**src/rtl/handshake_pkg.sv**
```systemverilog
// -----------------------------------------------------------------------------
// handshake_pkg
// Shared definitions for the handshake data path (source -> fifo -> drain).
//   HS_WIDTH_DEFAULT : default payload width in bits
//   HS_DEPTH_DEFAULT : default elastic buffer depth (entries)
//   hs_data_t        : payload type at the default width
//   hs_ptr_inc       : modulo-depth pointer increment helper
// -----------------------------------------------------------------------------
package handshake_pkg;

    localparam int HS_WIDTH_DEFAULT = 32;
    localparam int HS_DEPTH_DEFAULT = 4;

    typedef logic [HS_WIDTH_DEFAULT-1:0] hs_data_t;

    // Advance a ring pointer by one, wrapping from depth-1 back to 0.
    function automatic logic [31:0] hs_ptr_inc(input logic [31:0] ptr,
                                               input logic [31:0] depth);
        logic [31:0] nxt_s;
        if (ptr == (depth - 32'd1)) begin
            nxt_s = 32'd0;
        end else begin
            nxt_s = ptr + 32'd1;
        end
        return nxt_s;
    endfunction

endpackage

```
**src/rtl/handshake_fifo_mem.sv**
```systemverilog
// -----------------------------------------------------------------------------
// handshake_fifo_mem
// DEPTH x WIDTH register array backing the handshake FIFO.
// Ports:
//   clk   : clock, all writes on rising edge
//   rst   : synchronous active-high reset, clears every entry to 0
//   we    : write enable
//   waddr : write address
//   wdata : write data
//   raddr : read address (combinational read)
//   rdata : read data, storage[raddr]
// -----------------------------------------------------------------------------
module handshake_fifo_mem #(
    parameter int WIDTH = 32,
    parameter int DEPTH = 4,
    parameter int AW    = $clog2(DEPTH)
) (
    input  logic             clk,
    input  logic             rst,
    input  logic             we,
    input  logic [AW-1:0]    waddr,
    input  logic [WIDTH-1:0] wdata,
    input  logic [AW-1:0]    raddr,
    output logic [WIDTH-1:0] rdata
);

    logic [WIDTH-1:0] mem_r [DEPTH];

    // Storage update: clear on reset, otherwise single write port.
    always_ff @(posedge clk) begin
        if (rst) begin
            for (int i = 0; i < DEPTH; i++) begin
                mem_r[i] <= '0;
            end
        end else if (we) begin
            mem_r[waddr] <= wdata;
        end
    end

    assign rdata = mem_r[raddr];

endmodule

```
**src/rtl/handshake_fifo.sv**
```systemverilog
// -----------------------------------------------------------------------------
// handshake_fifo
// Valid/ready elastic buffer between the source and drain stages. First-word
// fall-through: the head entry is visible on out_data whenever out_valid is 1.
// in_ready depends only on registered occupancy (and rst), so there is no
// combinational path from out_ready to in_ready.
// Ports:
//   clk, rst            : clock and synchronous active-high reset
//   in_valid/in_ready   : producer handshake, in_data is the payload
//   out_valid/out_ready : consumer handshake, out_data is the head payload
//   count               : occupancy (0..DEPTH), only when
//                         HANDSHAKE_FIFO_COUNT_EN is defined
// Optional feature macro: HANDSHAKE_FIFO_COUNT_EN
// -----------------------------------------------------------------------------
module handshake_fifo
    import handshake_pkg::*;
#(
    parameter int WIDTH = HS_WIDTH_DEFAULT,
    parameter int DEPTH = HS_DEPTH_DEFAULT,
    localparam int AW   = $clog2(DEPTH)
) (
    input  logic             clk,
    input  logic             rst,
    input  logic             in_valid,
    output logic             in_ready,
    input  logic [WIDTH-1:0] in_data,
    output logic             out_valid,
    input  logic             out_ready,
    output logic [WIDTH-1:0] out_data
`ifdef HANDSHAKE_FIFO_COUNT_EN
    ,
    output logic [AW:0]      count
`endif
);

    localparam logic [AW:0] OCC_FULL = (AW+1)'(DEPTH);
    localparam logic [AW:0] OCC_ZERO = (AW+1)'(0);
    localparam logic [AW:0] OCC_ONE  = (AW+1)'(1);

    logic [AW-1:0] wr_ptr_r;
    logic [AW-1:0] rd_ptr_r;
    logic [AW:0]   occ_r;
    logic          push_s;
    logic          pop_s;

    assign in_ready  = !rst && (occ_r != OCC_FULL);
    assign out_valid = (occ_r != OCC_ZERO);
    assign push_s    = in_valid && in_ready;
    assign pop_s     = out_valid && out_ready;

    // Pointer and occupancy bookkeeping; push and pop together keep occupancy.
    always_ff @(posedge clk) begin
        if (rst) begin
            wr_ptr_r <= '0;
            rd_ptr_r <= '0;
            occ_r    <= '0;
        end else begin
            if (push_s) begin
                wr_ptr_r <= AW'(hs_ptr_inc(32'(wr_ptr_r), 32'(DEPTH)));
            end
            if (pop_s) begin
                rd_ptr_r <= AW'(hs_ptr_inc(32'(rd_ptr_r), 32'(DEPTH)));
            end
            case ({push_s, pop_s})
                2'b10:   occ_r <= occ_r + OCC_ONE;
                2'b01:   occ_r <= occ_r - OCC_ONE;
                default: occ_r <= occ_r;
            endcase
        end
    end

    handshake_fifo_mem #(
        .WIDTH (WIDTH),
        .DEPTH (DEPTH),
        .AW    (AW)
    ) u_mem (
        .clk   (clk),
        .rst   (rst),
        .we    (push_s),
        .waddr (wr_ptr_r),
        .wdata (in_data),
        .raddr (rd_ptr_r),
        .rdata (out_data)
    );

`ifdef HANDSHAKE_FIFO_COUNT_EN
    // Occupancy register exported as-is; it feeds no flag logic.
    assign count = occ_r;
`endif

endmodule
```
**config.mk**
```make
export PLATFORM = sky130hd
export DESIGN_NAME = handshake_fifo
export DESIGN_NICKNAME = d
export VERILOG_FILES = /design/src/rtl/handshake_pkg.sv /design/src/rtl/handshake_fifo_mem.sv /design/src/rtl/handshake_fifo.sv
export SDC_FILE = /design/constraint.sdc
export NUM_CORES = 1
export LEC_CHECK = 0
export BUFFER_PORTS_ARGS = -buffer_cell sky130_fd_sc_hd__buf_4
export CORE_ASPECT_RATIO = 0.8
export CORE_UTILIZATION = 63
export DETAILED_ROUTE_END_ITERATION = 6
export PLACE_DENSITY = 0.83
export SYNTH_ARGS = -nofsm -noshare
export SYNTH_HDL_FRONTEND = slang
export SYNTH_SLANG_ARGS = --single-unit
```
**constraint.sdc**
```tcl
create_clock -name clk -period 4.9 [get_ports clk]
set_clock_uncertainty 0.2 [all_clocks]
set_input_delay 0.98 -clock clk [delete_from_list [all_inputs] [get_ports clk]]
set_output_delay 0.98 -clock clk [all_outputs]
set_load 0.01 [all_outputs]
```
==> metrics.txt <==
synthesized area per cell 17.1 um2; antenna violations before repair 0; final WL 11400 um; post-CTS sizing 0; Max-cap violations 0; Clock transition at path regs 50 ps; CP max stage delay 780 ps; Pins Over Slew Limit 0; pwr dens 469 nW/um2; worst r2r src occ_r[2]; layout cells sized above 1 37.8%; Cells after Synth 358; area leader, netlist edfxtp_1; Power, Total 3.37 mW; Arr. time, crit path 2320 ps; postcts setup bufs 0; Final Hold Fails 0; fmax 285 MHz; worst vdd ir 0.000362 V; syn nets 398; LEAKAGE 2.76 nW; fill count 534; DR vias 3223; Final setup viols 0; DR iter-0 viols 169; Logic pwr share 20.0%; main combinational cell family by area after synthesis simple AND/OR/NAND/NOR gates; clk sinks 137; Compound-Gate Fraction of Synth Area 0.819%; Seq/Total Area, Yosys 65.8%; Die ar. 10100 um2; total congestion overflow 0; drt pass-1 iters 7; Initial Util 66.2%; Net Sw Frac 25.0%; synth unique cells 32; Placer Congestion 0.749; Worst Setup End Kind output port; design area 7200 um2; #FFs+latches synth 137; CTS HTree Levels 4; IO Count 70; CTS buffer count 17; PortBufs 69; Warnings, synthesis 0; Post-Layout Cell Count 559; commonest cells after routing, fill and taps aside edfxtp_1 (128), and2_1 (109), buf_4 (74), mux4_2 (32), clkbuf_16 (17); Clock Path Buffers 2; number of remaining DRC errors 6; critical path's slowest cell dfxtp_2; DP Area 6640 um2; post-DR wirelength/cell 20.4 um; Req. time, crit path 3720 ps; global-route wire length before repair 18300 um; failing checks DRC; CP most frequent cell buf_4; Layout area overhead 17.8%; Die Span Y 90.1 um; post-synthesis mux area share 12.2%; dominant cells by area after synthesis edfxtp_1 (63%), mux4_2 (12%), and2_1 (11%); core area 9230 um2; worst hold start rd_ptr_r[0]; Post-DRT Antenna Nets 0; Tmin final 3500 ps; leading cell type in the layout, fill and taps excluded edfxtp_1; Internal 2.53 mW; nets@finish 471; setup TNS 0 ps; P_sw 0.844 mW; vias in the first global route 3426; FF-to-FF End occ_r[2]; worst reg2reg setup slack 1790 ps; Root Buffer clkbuf_16; CP startpoint kind register; Flop pwr share 45.1%; Register-to-Register Path Depth 10; Post-Synth Adder-Cell Area 0.942%; CTS tree yes; Setup CP Type register to output port; row cnt 31; die extent in x 112 um; worst path cell trace buf_4, mux4_2, buf_4; Hold Buf Count CTS 0; outcome finished with violations; WP buf/inv 2; Hold Crit Class register to register; Placed Instances 527; simple-gate share of the synthesized area 16.8%; Synth Area in XOR/XNOR 0.287%; dpl hpwl 6600 um; worst-margin pin slew 970 ps; Synth Cell Area 6110 um2; Worst path top cell family by delay flip-flops; ANT cells 0; top cell type's share of synthesized area 62.9%; Max-slew headroom 35.4%; RSZ-0062 raised after global routing no; Total GRT Usage 25.0%; Hold Path Depth 2; Tcrit/Tclk final 71.5%; Crit Path Max Fanout 20; largest net degree at the start of global routing 34; worst-skew pair later-pin latency 410 ps; drt via density 5.77; Clock power frac 35.0%
power by group through the flow:
stage,registers (mW),clock network (mW),logic (mW)
floorplan,1.48,0,0.481
global placement,1.54,0,0.657
detailed placement,1.55,0,0.676
CTS,1.53,1.20,0.679
global route,1.54,1.24,0.725
finish,1.52,1.18,0.674
worst max-delay path by stage:
stage	to	cells past startpoint
after floorplan	occ_r[2]	10
after global placement	occ_r[2]	11
after detailed placement	occ_r[2]	11
after CTS	out_data[31]	3
after global routing	out_data[3]	3
final	out_data[31]	3
cell usage after synthesis, drive strengths merged:
master and instances:
o41ai 1, or2 3, fa 1, xor2 2, o21ai 2, mux2 1, nand2b 1, buf 17
mux2i 1, nor2 6, or3 3, inv 5, nor3b 1, nor4 1, edfxtp 128, a21oi 3
nand2 1, a31o 1, clkbuf 3, nor2b 2, ha 3, o31ai 1, mux4 32, dfxtp 9
and2 128, nor4b 2
kinds of logic (layout without fill, tap and decap cells):
kind of cell               after synthesis  in the layout
and+or+nand+nor                        148            148
DFF                                    137            137
muxes                                   34             34
buffers and inverters                   25            111
AOI/OAI and AO/OA                        8              8
adders and majority gates                4              4
xor gates and xnor gates                 2              2
layer usage:
metal | routed length, um | track usage (%) | vias to the layer above
met5 | 0 | 0 | -
met3 | 580 | 6.81 | 10
met1 | 4760 | 32.6 | 1646
met4 | 119 | 10.1 | 0
li1 | - | - | 1472
met2 | 5970 | 40.3 | 95
sequential cells by signal (all words and copies together) (netlist names), named ones only:
register and cells:
rd_ptr_r 2, u_mem.mem_r 128, wr_ptr_r 2, occ_r 3
worst register-to-register path: stages (launching register included):
cell and delay, ps:
dfxtp_1 380, nor3b_4 550, nor2_4 190, buf_4 270, inv_1 110, ha_1 190
inv_1 70, fa_1 380, xor2_1 160, or3_2 410, a21oi_1 140
metrics by stage:
step                setup WS, ps  util, %  hold WS, ps
CTS                         1300     77.9          316
floorplan                   1880        -          263
global placement            1410     72.0          269
detailed placement          1300     72.0          304
finish                      1400     77.9          331
global route                1210     77.9          350
cell type report:
| type | count | area [um2] | share of cell area (%) |
|---|---|---|---|
| flip-flops and latches | 137 | 4030 | 56.0 |
| multi-input cells | 196 | 1900 | 26.4 |
| repair buffers | 74 | 556 | 7.72 |
| clock buffers | 24 | 482 | 6.69 |
| well taps | 115 | 144 | 2.00 |
| clock inverters | 8 | 71.3 | 0.991 |
| inverters | 5 | 18.8 | 0.261 |
No activity file was read; power rests on OpenSTA's default activity.
